[config.mk]
export PLATFORM = sky130hd
export DESIGN_NAME = pattern_sequencer
export DESIGN_NICKNAME = d
export VERILOG_FILES = /design/src/rtl/seq_pkg.sv /design/src/rtl/tempo_divider.sv /design/src/rtl/pattern_sequencer.sv
export SDC_FILE = /design/constraint.sdc
export NUM_CORES = 1
export LEC_CHECK = 0
export CAP_MARGIN = 20
export CORE_UTILIZATION = 40
export DETAILED_ROUTE_END_ITERATION = 8
export PLACE_DENSITY = 0.67
export SLEW_MARGIN = 20
export SYNTH_ARGS = -nofsm -noshare
export SYNTH_HDL_FRONTEND = slang
export SYNTH_SLANG_ARGS = --single-unit
export TNS_END_PERCENT = 20
[constraint.sdc]
create_clock -name CLK -period 4.8 [get_ports CLK]
set_input_delay 0.96 -clock CLK [delete_from_list [all_inputs] [get_ports CLK]]
set_output_delay 0.96 -clock CLK [all_outputs]
set_load 0.05 [all_outputs]
[src/rtl/seq_pkg.sv]
// seq_pkg: shared types and constants for the pattern sequencer.
//   seq_state_t : sequencer FSM state encoding
//   MIN_DIV     : shortest legal step period in clock cycles (FETCH, CAPTURE, one WAIT)
package seq_pkg;

    typedef enum logic [1:0] {
        IDLE,
        FETCH,
        CAPTURE,
        WAIT
    } seq_state_t;

    localparam int unsigned MIN_DIV = 3;

endpackage

[src/rtl/tempo_divider.sv]
// tempo_divider: step-period down-counter for the pattern sequencer.
// Ports:
//   clk    : system clock
//   rst_n  : synchronous active-low reset, clears the count
//   load   : load the counter from div (asserted in the FETCH cycle)
//   clear  : force the count to zero (asserted while idle)
//   div    : requested step period in cycles; values below MIN_DIV clamp to MIN_DIV
//   expire : high in the last cycle of the step period
module tempo_divider
    import seq_pkg::*;
#(
    parameter int unsigned DIV_W = 32
) (
    input  logic             clk,
    input  logic             rst_n,
    input  logic             load,
    input  logic             clear,
    input  logic [DIV_W-1:0] div,
    output logic             expire
);

    localparam logic [DIV_W-1:0] MinDiv = DIV_W'(MIN_DIV);
    localparam logic [DIV_W-1:0] One    = DIV_W'(1);

    logic [DIV_W-1:0] count_q;
    logic [DIV_W-1:0] count_d;

    // Load happens in the FETCH cycle itself, so the count is loaded with period-1;
    // reaching 1 then lands exactly one cycle before the next FETCH.
    always_comb begin
        count_d = count_q;
        if (clear) begin
            count_d = '0;
        end else if (load) begin
            count_d = (div < MinDiv) ? (MinDiv - One) : (div - One);
        end else if (count_q != '0) begin
            count_d = count_q - One;
        end
    end

    always_ff @(posedge clk) begin
        if (!rst_n) begin
            count_q <= '0;
        end else begin
            count_q <= count_d;
        end
    end

    assign expire = (count_q == One);

endmodule

[src/rtl/pattern_sequencer.sv]
// pattern_sequencer: steps through a looped pattern stored in RAM at a programmable tempo.
// Ports:
//   CLK          : system clock
//   RESET        : synchronous active-low reset
//   RUN          : level, high = sequence, low = stop
//   base_addr    : first pattern word address (sampled when entering FETCH)
//   step_count   : steps per loop, 0 means 256 (sampled when entering FETCH)
//   tempo_div    : clock cycles per step, clamped to at least 3 (sampled in FETCH)
//   INT_ADDR     : registered RAM read address, valid throughout FETCH
//   INT_READDATA : RAM read data, valid the cycle after INT_ADDR
//   step_data    : registered pattern word of the current step
//   step_valid   : one-cycle pulse when step_data updates
//   step_index   : index of the step held in step_data
//   busy         : high whenever the FSM is not idle
module pattern_sequencer
    import seq_pkg::*;
#(
    parameter int unsigned ADDR_W = 12,
    parameter int unsigned DATA_W = 32,
    parameter int unsigned DIV_W  = 32
) (
    input  logic              CLK,
    input  logic              RESET,
    input  logic              RUN,
    input  logic [ADDR_W-1:0] base_addr,
    input  logic [7:0]        step_count,
    input  logic [DIV_W-1:0]  tempo_div,
    output logic [ADDR_W-1:0] INT_ADDR,
    input  logic [DATA_W-1:0] INT_READDATA,
    output logic [DATA_W-1:0] step_data,
    output logic              step_valid,
    output logic [7:0]        step_index,
    output logic              busy
);

    seq_state_t        state_q;
    seq_state_t        state_d;
    logic [7:0]        idx_q;
    logic [7:0]        cnt_q;
    logic [ADDR_W-1:0] int_addr_q;
    logic [DATA_W-1:0] step_data_q;
    logic              step_valid_q;
    logic [7:0]        step_index_q;

    logic       expire;
    logic       capture;
    logic [8:0] idx_inc;
    logic [8:0] eff_count;
    logic [7:0] idx_next;

    // Next-state logic; RUN low always returns to IDLE on the following edge.
    always_comb begin
        state_d = state_q;
        if (!RUN) begin
            state_d = IDLE;
        end else begin
            unique case (state_q)
                IDLE:    state_d = FETCH;
                FETCH:   state_d = CAPTURE;
                CAPTURE: state_d = WAIT;
                WAIT:    state_d = expire ? FETCH : WAIT;
                default: state_d = IDLE;
            endcase
        end
    end

    // A capture that coincides with RUN low is abandoned: no load, no pulse.
    assign capture = (state_q == CAPTURE) && RUN;

    // Step counter wrap; >= keeps idx in range if step_count shrinks mid-loop.
    always_comb begin
        idx_inc   = {1'b0, idx_q} + 9'd1;
        eff_count = (cnt_q == 8'd0) ? 9'd256 : {1'b0, cnt_q};
        idx_next  = (idx_inc >= eff_count) ? 8'd0 : idx_inc[7:0];
    end

    always_ff @(posedge CLK) begin
        if (!RESET) begin
            state_q      <= IDLE;
            idx_q        <= 8'd0;
            cnt_q        <= 8'd0;
            int_addr_q   <= '0;
            step_data_q  <= '0;
            step_valid_q <= 1'b0;
            step_index_q <= 8'd0;
        end else begin
            state_q      <= state_d;
            step_valid_q <= capture;

            if (state_d == IDLE) begin
                idx_q <= 8'd0;
            end else if (capture) begin
                idx_q <= idx_next;
            end

            // Address is registered on entry so it is stable for the whole FETCH cycle.
            if (state_d == FETCH) begin
                int_addr_q <= base_addr + ADDR_W'(idx_q);
                cnt_q      <= step_count;
            end

            if (capture) begin
                step_data_q  <= INT_READDATA;
                step_index_q <= idx_q;
            end
        end
    end

    tempo_divider #(
        .DIV_W (DIV_W)
    ) u_tempo_divider (
        .clk    (CLK),
        .rst_n  (RESET),
        .load   (state_q == FETCH),
        .clear  (state_q == IDLE),
        .div    (tempo_div),
        .expire (expire)
    );

    assign INT_ADDR   = int_addr_q;
    assign step_data  = step_data_q;
    assign step_valid = step_valid_q;
    assign step_index = step_index_q;
    assign busy       = (state_q != IDLE);

endmodule

# After elaboration in Yosys (flattened, before gate mapping)
# Cells that the tools add are included.
# totals
mem_bits_rw	0
latchBits	0
out_inout_bits	54
regBits	103
mem_bits_ro	0
input_bits	87
elab_cells	37
memories	0
# op_classes
n_reduce_logical	9
n_addsub	4
eq_ne	5
div	0
mux	8
shifts	0
mul	0
magnitude_cmp	2
n_bitwise	1
# ops
op	n
two-way mux 32 bit	3
subtractor 32 x 1 -> 32 bit (second input constant)	2
equality test 32 x 1 -> 1 bit (second input constant)	1
less-than comparator 32 x 2 -> 1 bit (second input constant)	1
nonzero test 32 bit	1
adder 12 x 8 -> 12 bit	1
adder 8 x 1 -> 9 bit (second input constant)	1
>= comparator 9 bit	1
two-way mux 9 bit	1
logical NOT 8 bit	1
two-way mux 8 bit	1
case mux 2 bit (4 select lines)	1
equality test 2 x 1 -> 1 bit (second input constant)	2
equality test 2 bit (second input constant)	2
logical NOT 2 bit	2
two-way mux 2 bit	2
nonzero test 2 bit	2
OR reduction 2 bit	2
logical AND 1 bit	1
NOT 1 bit	1

# Logic depth before layout (Yosys ltp)
# Gate-level depths: netlist of run 1.
# logic_depth
depth_word	6
depth_mapped	10
ltp_nobuf	9

# Hierarchy
# Synthesis of run 1 repeated with hierarchy kept, for this count alone.
# hier_totals
hier_cells	751
hier_area_um2	5891.9
# by_module_without_submodules
module	cells_per_inst	seq_area_each_um2	area_each_um2	instances
pattern_sequencer	409	1421.4	3298.2	1
tempo_divider	342	640.6	2593.7	1

# Least setup slack after synthesis of run 1
# No wires, ideal clock.
# synth_timing
kind	input-to-reg
start	input port tempo_div[11]
end	register u_tempo_divider.count_q[5]
arrival_time_ns	2.665
slack_ns	2.018
t_required_ns	4.683
cell_stages	6
setup_time_ns	0.117
path_cell_list	or4_1 -> nor3_1 -> a41oi_1 -> clkbuf_1 -> a22oi_1 -> nor2_1
# synth_via
elab_chain_len	3
# synth_rtl
element	line_no	text
start: declaration	pattern_sequencer.sv:27	input logic [DIV_W-1:0] tempo_div,
less-than comparator 32 x 2 -> 1 bit	tempo_divider.sv:35	count_d = (div < MinDiv) ? (MinDiv - One) : (div - One);
two-way mux 32 bit	tempo_divider.sv:35	
two-way mux 32 bit	tempo_divider.sv:34	end else if (load) begin
end signal: assignment	tempo_divider.sv:45	count_q <= count_d;
end: declaration	tempo_divider.sv:25	logic [DIV_W-1:0] count_q;
# No other way between the ends.
# A chain may end at the register's enable or synchronous reset.

# Worst setup path in the final report of run 1
# layout_timing
start	input port tempo_div[16]
end	register u_tempo_divider.count_q[7]
# The elaborated chain is that of the path after synthesis.

==> summary.txt, run 1 <==
Outcome
  – Status: finished, final reports clean

Clocking
  – Clk_lat worst skew: 350 ps
  – Hold buffers post-CTS: 0
  – TritonCTS clock tree: done
  – Max clock buf depth: 2
  – Clock-pin transition on the worst setup and hold timing paths: 70 ps
  – Post-CTS setup buffers: 0
  – Num CTS Buffers: 9
  – Root buf cell: clkbuf_16
  – # resized after CTS: 0
  – Clk sinks: 103
  – H-tree levels: 3

Global routing
  – Gr ovfl total: 0
  – Gr usage total: 0.220
  – Largest net degree at the start of global routing: 59
  – Antenna violations before repair: 0
  – Number of global-route vias before repair: 5273
  – First-pass GRT wire length: 26500 µm

STA
  – Max Clock Freq: 307 MHz
  – Unrepaired setup endpoints after global routing: false
  – Final worst-path cycle share: 0.679
  – Final setup violation count: 0
  – Final setup margin: 1540 ps
  – Skew final: 8.32 ps
  – Final Hold Violating Endpoints: 0
  – Final setup TNS: 0 ps
  – Max-slew violations: 0
  – Hold Slack: 454 ps
  – Worst-Margin Slew: 916 ps
  – Final min period: 3260 ps
  – Slew margin rel.: 0.386

Setup path
  – Worst setup path class: in2reg
  – Worst Path Required: 5020 ps
  – Crit start category: input port
  – CP top delay family: simple AND/OR/NAND/NOR gates
  – Crit path buf inv count: 2
  – Reg2reg setup slack: 1720 ps
  – CP arrival: 3480 ps
  – Worst r2r path cells: 5
  – Crit-path cells: clkdlybuf4s50_1, or4_1, nor4_4, a41oi_1, buf_4, nand2_1, o221ai_1
  – FF-to-FF End: INT_ADDR[9]
  – CP max-delay cell: or4_1
  – Crit-path max cell delay: 700 ps
  – CP Max Fanout: 22
  – Setup crit end kind: flop
  – Worst R2R Start: u_tempo_divider.count_q[13]

Yosys
  – Area leader, netlist: dfxtp_1
  – Syn Inst Count: 758
  – Count leader, synth: nand2_1
  – Async SR Flop Fraction: 0
  – Synthesized area per cell: 7.83 µm²
  – Post-synth top area share: 0.347
  – Most common flop cell mapped by yosys: dfxtp_1
  – Largest cells by area after synthesis: dfxtp_1 (35%), a21oi_1 (7.0%), nand2_1 (7.0%), ha_1 (4.8%), o21ai_0 (3.8%)
  – Post-synth cell types: 60
  – Syn Nets: 869
  – Sequential share of the synthesized area: 0.347
  – Synthesized area: 0.00593 mm²
  – Post-synth EDFFs: 0
  – Ys Warns: 0
  – #FFs+latches synth: 103
  – Post-synth top cells: nand2_1 (110), dfxtp_1 (103), a21oi_1 (83)

Floorplan
  – Die width: 124 µm
  – Core area: 0.0145 mm²
  – Die area: 0.0153 mm²
  – Row cnt: 44
  – Initial Util: 0.410
  – Die Span Y: 124 µm
  – Boundary pin count: 141

Place
  – HPWL after DPL: 11900 µm
  – Port Buf Inserts: 140
  – Pre-CTS setup slack: 1200 ps
  – DP Cell Count: 1043
  – GP Congestion: 0.874

Routing
  – DRC viols: 0
  – WL/cell: 15.9 µm
  – DR iter-0 viols: 446
  – Final wirelength: 16800 µm
  – Vias per cell: 5.59
  – Final ANT Viol Nets: 0
  – Vias after detailed routing: 5915
  – TritonRoute pass-1 iters: 5

Finish
  – P&R area growth vs syn: 30.4%
  – Non-Filler Instances: 1059
  – Share of layout cells above drive strength 1: 0.0514
  – Utilization after layout: 0.534
  – # diodes: 0
  – Final #Nets: 981

Flow run
  – Maxcap violations: 0

Power and ir drop
  – PD cells: 325 mW/mm²
  – Maximum VDD drop: 0.248 mV
  – LEAKAGE: 2.68 nW

Worst hold path
  – Hold Path Stages: 2
  – Hold Path Sink: step_data[28]
  – Hold_sp: step_data[28]
  – Hold Crit Class: reg2reg
==> cell families after synthesis <==
logic type,Yosys count,synth area share
XOR/XNOR,44,0.0649
AO/OA/AOI/OAI,214,0.221
buffers and inverters,68,0.0447
multiplexers,1,0.00169
adder cells (fa/ha/maj),24,0.0519
flip-flops,103,0.347
AND/OR/NAND/NOR,304,0.268
==> state kept, by name, summed over array words and instances (netlist names) <==
| signal | cells |
|---|---|
| step_data | 32 |
| u_tempo_divider.count_q | 32 |
| INT_ADDR | 12 |
| cnt_q | 8 |
| idx_q | 8 |
| step_index | 8 |
| state_q | 2 |
| step_valid | 1 |
==> layout make-up <==
class                      instances  area [µm²]
inverter                          22        82.6
clock inverter                     6        50.0
timing repair buffer             147        1450
multi-input combinational        587        3620
sequential                       103        2060
clock buffer                      10         239
tap                              184         230
fill                            1384        6740
==> placed cells by master, fill, tap and decap left out, types with 5 or more instances in the layout <==
master	count
o21ai_0	45
ha_1	23
a21oi_1	83
nand3_1	26
a31oi_1	7
nor2_1	37
buf_4	7
a211oi_1	7
a22oi_1	6
or3_1	10
dfxtp_1	103
clkdlybuf4s50_1	140
or4_1	13
nand2_1	110
o21a_1	6
nand4_1	17
or2_2	9
a41oi_1	5
o211ai_1	5
o22ai_1	11
xnor2_1	24
nor3_1	21
nor4_1	26
inv_1	21
and3_1	5
xor2_1	20
clkbuf_16	9
o31a_1	12
==> power breakdown <==
| part | internal, W | switching, W | leakage (nW) |
|---|---|---|---|
| Sequential | 0.000896 | 0.0000420 | 0.835 |
| Combinational | 0.000357 | 0.000493 | 1.71 |
| Clock | 0.000375 | 0.000354 | 0.142 |
| Total | 0.00163 | 0.000888 | 2.68 |
==> tightest hold or removal path: cells and delay by family, from the launching register on <==
| family | cells | cell delay, ps |
|---|---|---|
| flops | 1 | 310 |
| simple gates | 1 | 50 |
| compound gates | 1 | 50 |
==> worst max path at each step <==
| stage | slack [ps] | endpoint | cells past startpoint | startpoint |
|---|---|---|---|---|
| floorplan | 2020 | u_tempo_divider.count_q[5] | 6 | tempo_div[11] |
| global placement | 1250 | u_tempo_divider.count_q[7] | 7 | tempo_div[16] |
| detailed placement | 1200 | u_tempo_divider.count_q[11] | 7 | tempo_div[16] |
| CTS | 1580 | u_tempo_divider.count_q[11] | 7 | tempo_div[16] |
| global route | 1400 | u_tempo_divider.count_q[7] | 7 | tempo_div[16] |
| finish | 1540 | u_tempo_divider.count_q[7] | 7 | tempo_div[16] |
==> per-stage QoR <==
step | power (W) | cell area (µm²)
6_report | 0.00252 | 7740
3_3_place_gp | 0.00179 | 7440
2_1_floorplan | 0.00156 | 5930
4_1_cts | 0.00252 | 7730
3_5_place_dp | 0.00179 | 7440
5_1_grt | 0.00266 | 7740
==> layer usage <==
metal	GRT usage	wire [µm]	vias to the layer above
met5	0	0	-
met2	0.334	7530	151
li1	-	-	2995
met3	0.0600	993	16
met1	0.305	7980	2753
met4	0.0580	291	0
No activity file was read; power rests on OpenSTA's default activity.
==> inputs of run 2 (changes only) <==
clock period = 3.4 ns   (was 4.8 ns; I/O delays follow)
==> run 2 against run 1 <==
Against the previous run: clock skew shrank 2.5 ps; worst setup slack worse by 1000 ps; largest power group unchanged; clock power increased by 40%; final cell count rose by 1.7%; critical endpoint is now u_tempo_divider.count_q[29]; total power increased by 43%; via count is 1.3% higher; critical path type unchanged; highest routed layer unchanged; die area unchanged; count of clock-buffer cells in the layout shrank 1; register-to-register slack got worse by 1100 ps; first-iteration DRC count is 18% lower.
==> summary.txt, run 2 (synthesis gave the netlist of run 1 again) <==
Finish
  – Non-Filler Instances: 1077 (was 1059)
  – Commonest non-fill, non-tap cell in the layout: clkdlybuf4s50_1 (unchanged)
  – P&R area growth vs syn: 32.5% (was 30.4%)
  – Final Cell Area: 0.00786 mm² (was 0.00774 mm²)
  – Final #Nets: 999 (was 981)
  – Most frequent cells in the layout: clkdlybuf4s50_1 (140), nand2_1 (110), dfxtp_1 (103) (unchanged)
  – Share of layout cells above drive strength 1: 0.0694 (was 0.0514)
  – Utilization after layout: 0.543 (was 0.534)
  – # diodes: 0 (unchanged)

Setup path
  – Crit start category: input port (unchanged)
  – Crit-path max cell delay: 610 ps (was 700 ps)
  – Worst setup path class: in2reg (unchanged)
  – Worst Path Required: 3620 ps (was 5020 ps)
  – Critical path destination: u_tempo_divider.count_q[29] (was u_tempo_divider.count_q[7])
  – CP arrival: 3070 ps (was 3480 ps)
  – CP startpoint: tempo_div[11] (was tempo_div[16])
  – Setup crit end kind: flop (unchanged)
  – Crit-path cells: clkdlybuf4s50_1, or4_1, or3_1, buf_4, o31a_1, o21ai_0, a21oi_1 (was clkdlybuf4s50_1, or4_1, nor4_4, a41oi_1, buf_4, nand2_1, o221ai_1)
  – CP Max Fanout: 13 (was 22)
  – CP max-delay cell: or4_1 (unchanged)
  – Worst r2r path cells: 8 (was 5)
  – Worst R2R Start: idx_q[2] (was u_tempo_divider.count_q[13])
  – Reg2reg setup slack: 620 ps (was 1720 ps)
  – FF-to-FF End: idx_q[4] (was INT_ADDR[9])

Clocking
  – Max clock buf depth: 2 (unchanged)
  – # resized after CTS: 0 (unchanged)
  – Hold buffers post-CTS: 0 (unchanged)
  – Post-CTS setup buffers: 0 (unchanged)
  – Clk sinks: 103 (unchanged)
  – Root buf cell: clkbuf_16 (unchanged)
  – H-tree levels: 3 (unchanged)
  – TritonCTS clock tree: done (unchanged)
  – Num CTS Buffers: 9 (unchanged)
  – Clock-pin transition on the worst setup and hold timing paths: 70 ps (about the same)
  – Clk_lat worst skew: 350 ps (about the same)

STA
  – Final Hold Violating Endpoints: 0 (unchanged)
  – Max Clock Freq: 350 MHz
  – Worst-Margin Slew: 784 ps (was 916 ps)
  – Unrepaired setup endpoints after global routing: false (unchanged)
  – Final setup violation count: 0 (unchanged)
  – Final setup TNS: 0 ps (unchanged)
  – Skew final: 5.80 ps (was 8.32 ps)
  – Final min period: 2860 ps
  – Max-slew violations: 0 (unchanged)
  – Slew margin rel.: 0.474 (was 0.386)
  – Final worst-path cycle share: 0.841

Power and ir drop
  – Switch Pwr: 0.00128 W (was 0.000888 W)
  – Clk pwr share: 0.284 (was 0.290)
  – Seq pwr share: 0.368 (was 0.373)
  – Comb pwr share: 0.348 (was 0.338)
  – LEAKAGE: 2.77 nW (was 2.68 nW)
  – Overall power: 0.00360 W (was 0.00252 W)
  – P_int: 0.00232 W (was 0.00163 W)
  – Maximum VDD drop: 0.255 mV (was 0.248 mV)
  – PD cells: 458 mW/mm² (was 325 mW/mm²)
  – Sw Ratio: 0.356 (was 0.353)

Global routing
  – Gr usage total: 0.223 (was 0.220)
  – Gr ovfl total: 0 (unchanged)
  – First-pass GRT wire length: 26800 µm (was 26500 µm)
  – Largest net degree at the start of global routing: 59 (unchanged)
  – Number of global-route vias before repair: 5325 (was 5273)
  – Antenna violations before repair: 0 (unchanged)

Place
  – HPWL after DPL: 12300 µm (was 11900 µm)
  – GP Congestion: 0.831 (was 0.874)
  – Placed inst area: 0.00758 mm² (was 0.00744 mm²)
  – DP Cell Count: 1061 (was 1043)
  – Port Buf Inserts: 140 (unchanged)

Routing
  – Vias after detailed routing: 5991 (was 5915)
  – WL/cell: 15.6 µm (was 15.9 µm)
  – Vias per cell: 5.56 (was 5.59)
  – Final ANT Viol Nets: 0 (unchanged)
  – DR iter-0 viols: 366 (was 446)
  – Final wirelength: 16800 µm (about the same)
  – DRC viols: 0 (unchanged)
  – TritonRoute pass-1 iters: 5 (unchanged)

Floorplan
  – Initial Util: 0.410 (unchanged)
  – Die area: 0.0153 mm² (unchanged)
  – Row cnt: 44 (unchanged)
  – Core area: 0.0145 mm² (unchanged)
  – Boundary pin count: 141 (unchanged)
  – Die width: 124 µm (unchanged)
  – Die Span Y: 124 µm (unchanged)

Outcome
  – Status: finished, final reports clean (unchanged)

Worst hold path
  – Hold Crit Class: reg2reg (unchanged)

Flow run
  – Maxcap violations: 0 (unchanged)
## run 2: layer usage
metal / part of all wire / track usage / up-vias
met1: 0.48 / 0.309 / 2798
met5: 0 / 0 / -
met2: 0.46 / 0.353 / 144
li1: - / - / 3041
met4: 0.0059 / 0.0497 / 0
met3: 0.053 / 0.0485 / 8
## run 2: cell type report
type                    count  area [µm²]
inverters                  22        82.6
clock inverters             7        60.1
fillers                  1379        6620
multi-input cells         587        3610
well taps                 184         230
clock buffers               9         225
repair buffers            165        1590
flip-flops and latches    103        2060
## run 2: worst min path at each step
stage / start / endpoint / slack, ps / cells past startpoint
3_5_place_dp: step_data[17] / step_data[17] / 450 / 2
6_report: step_data[18] / step_data[18] / 450 / 2
2_1_floorplan: cnt_q[0] / cnt_q[0] / 470 / 2
4_1_cts: step_data[17] / step_data[17] / 460 / 2
5_1_grt: step_data[27] / step_data[27] / 470 / 2
3_3_place_gp: step_data[15] / step_data[15] / 440 / 2
## run 2: stage by stage
step	hold slack, ps	worst slack [ps]
after CTS	456	581
final	453	541
after floorplan	466	898
after detailed placement	446	208
after global routing	474	378
after global placement	441	244
## run 2: critical path: cells and delay by family
family / cells / cell delay, ps
buf+inv: 2 / 720
simple gates: 2 / 1100
compound gates: 3 / 560
## run 2: power groups by stage
| stage | clock [W] | combinational, W | sequential (W) |
|---|---|---|---|
| floorplan | 0 | 0.000817 | 0.00139 |
| global placement | 0 | 0.00123 | 0.00135 |
| detailed placement | 0 | 0.00124 | 0.00135 |
| CTS | 0.00104 | 0.00124 | 0.00132 |
| global route | 0.00109 | 0.00137 | 0.00133 |
| finish | 0.00102 | 0.00125 | 0.00132 |
==> inputs of run 3 (changes only) <==
clock period = 2.9 ns   (was 3.4 ns; I/O delays follow)
==> run 3 against run 2 <==
Against the previous run: total power increased by 18%; wire length increased by 3.9%; non-clock buffer count increased by 38; combinational power rose by 22%; design area rose by 3.7%; die area unchanged; first-iteration DRC count grew 43%; critical path depth up 2; count of clock-buffer cells in the layout did not move; sequential share of layout area decreased by 0.93 points; largest cell class unchanged; highest routed layer unchanged.
==> summary.txt, run 3 (synthesis gave the netlist of run 1 again) <==
Outcome
  – Status: finished, final reports clean (unchanged)

Clocking
  – H-tree levels: 3 (unchanged)
  – Clk sinks: 103 (unchanged)
  – Num CTS Buffers: 9 (unchanged)
  – Clk_lat worst skew: 360 ps (was 350 ps)
  – Clock-pin transition on the worst setup and hold timing paths: 70 ps (about the same)
  – Max clock buf depth: 2 (unchanged)
  – TritonCTS clock tree: done (unchanged)
  – Hold buffers post-CTS: 0 (unchanged)
  – Root buf cell: clkbuf_16 (unchanged)
  – Post-CTS setup buffers: 0 (unchanged)
  – # resized after CTS: 0 (unchanged)

STA
  – Skew final: 7.92 ps (was 5.80 ps)
  – Final worst-path cycle share: 0.882
  – Slew margin rel.: 0.460 (was 0.474)
  – Final setup margin: 343 ps (was 541 ps)
  – Final setup TNS: 0 ps (unchanged)
  – Unrepaired setup endpoints after global routing: false (unchanged)
  – Final Hold Violating Endpoints: 0 (unchanged)
  – Worst-Margin Slew: 808 ps (was 784 ps)
  – Final min period: 2560 ps
  – Max-slew violations: 0 (unchanged)
  – Max Clock Freq: 391 MHz
  – Final setup violation count: 0 (unchanged)

Global routing
  – Largest net degree at the start of global routing: 59 (unchanged)
  – Antenna violations before repair: 0 (unchanged)
  – First-pass GRT wire length: 28200 µm (was 26800 µm)
  – Gr usage total: 0.236 (was 0.223)
  – Number of global-route vias before repair: 5625 (was 5325)
  – Gr ovfl total: 0 (unchanged)

Floorplan
  – Row cnt: 44 (unchanged)
  – Boundary pin count: 141 (unchanged)
  – Initial Util: 0.410 (unchanged)
  – Die area: 0.0153 mm² (unchanged)
  – Die width: 124 µm (unchanged)
  – Core area: 0.0145 mm² (unchanged)
  – Die Span Y: 124 µm (unchanged)

Finish
  – P&R area growth vs syn: 37.3% (was 32.5%)
  – Commonest non-fill, non-tap cell in the layout: clkdlybuf4s50_1 (unchanged)
  – Non-Filler Instances: 1114 (was 1077)
  – # diodes: 0 (unchanged)
  – Share of layout cells above drive strength 1: 0.106 (was 0.0694)
  – # fillers: 1357 (was 1379)
  – Final #Nets: 1037 (was 999)
  – Multi-input gate area: 0.00361 mm² (unchanged)
  – FF+latch area: 0.00206 mm² (unchanged)
  – Most frequent cells in the layout: clkdlybuf4s50_1 (140), nand2_1 (110), dfxtp_1 (103) (unchanged)

Setup path
  – Setup crit end kind: flop (unchanged)
  – CP arrival: 2840 ps (was 3070 ps)
  – CP top delay family: simple AND/OR/NAND/NOR gates (unchanged)
  – Crit path buf inv count: 1 (was 2)
  – Crit-path cells: and3_1, nand4_1, xnor2_1, ha_1, or2_2, a211oi_1, buf_4, o21ai_0, a21oi_1 (was clkdlybuf4s50_1, or4_1, or3_1, buf_4, o31a_1, o21ai_0, a21oi_1)
  – Reg2reg setup slack: 340 ps (was 620 ps)
  – Crit-path max cell delay: 470 ps (was 610 ps)
  – Worst Path Required: 3190 ps (was 3620 ps)
  – CP max-delay cell: dfxtp_1 (was or4_1)
  – Crit start category: flop (was input port)
  – Worst setup path class: reg2reg (was in2reg)
  – CP Max Fanout: 6 (was 13)

Routing
  – DR iter-0 viols: 523 (was 366)
  – TritonRoute pass-1 iters: 5 (unchanged)
  – Vias after detailed routing: 6217 (was 5991)
  – Final wirelength: 17400 µm (was 16800 µm)
  – WL/cell: 15.6 µm (about the same)
  – DRC viols: 0 (unchanged)
  – Final ANT Viol Nets: 0 (unchanged)
  – Vias per cell: 5.58 (was 5.56)

Place
  – Pre-CTS setup slack: 11.0 ps (was 208 ps)
  – HPWL after DPL: 12800 µm (was 12300 µm)
  – Port Buf Inserts: 140 (unchanged)
  – DP Cell Count: 1099 (was 1061)
  – GP Congestion: 0.885 (was 0.831)

Worst hold path
  – Hold Crit Class: reg2reg (unchanged)

Power and ir drop
  – Maximum VDD drop: 0.438 mV (was 0.255 mV)
  – LEAKAGE: 2.95 nW (was 2.77 nW)
  – PD cells: 522 mW/mm² (was 458 mW/mm²)
  – Overall power: 0.00426 W (was 0.00360 W)

Flow run
  – Maxcap violations: 0 (unchanged)
run 3: cell types whose count changed in the layout (fill, tap and decap cells not counted), sizes merged:
cell	previous run	this run
buf	25	63
inv	28	26
clkinvlp	0	1
run 3: report_power, final:
part,internal (W),total [W],switching [W]
logic,0.000676,0.00153,0.000855
clock network,0.000592,0.00117,0.000579
registers,0.00148,0.00155,0.0000697
run 3: path summary, 6_finish.rpt:
check / startpoint / end / cells after the start
min reg2reg: step_data[14] / step_data[14] / 2
min: step_data[14] / step_data[14] / 2
max: idx_q[3] / idx_q[3] / 9
max reg2reg: idx_q[3] / idx_q[3] / 9
run 3: stage by stage:
stage | hold slack, ps | utilization | instance area (µm²)
floorplan | 466 | - | 5930
global placement | 441 | 0.544 | 7870
detailed placement | 446 | 0.544 | 7870
CTS | 455 | 0.563 | 8150
global route | 474 | 0.563 | 8150
finish | 451 | 0.563 | 8150
run 3: worst register-to-register path: cells and delay by family, from the launching register on:
family	cells	cell delay (ps)
xor gates and xnor gates	1	160
DFF	1	470
buffers and inverters	1	210
and+or+nand+nor	3	680
adders and majority gates	1	310
AOI/OAI and AO/OA	3	660
run 3: routing by layer:
layer / track usage / wire [µm] / vias to the layer above
met3: 0.0577 / 1190 / 29
met1: 0.325 / 8220 / 2877
met2: 0.365 / 7770 / 198
met5: 0 / 0 / -
met4: 0.0610 / 255 / 0
li1: - / - / 3113
run 3: layout make-up:
| type | instances | area share |
|---|---|---|
| Multi-Input combinational cell | 587 | 0.443 |
| Sequential cell | 103 | 0.253 |
| Clock inverter | 6 | 0.00629 |
| Inverter | 22 | 0.0101 |
| Clock buffer | 9 | 0.0276 |
| Timing Repair Buffer | 203 | 0.232 |
| Tap cell | 184 | 0.0282 |
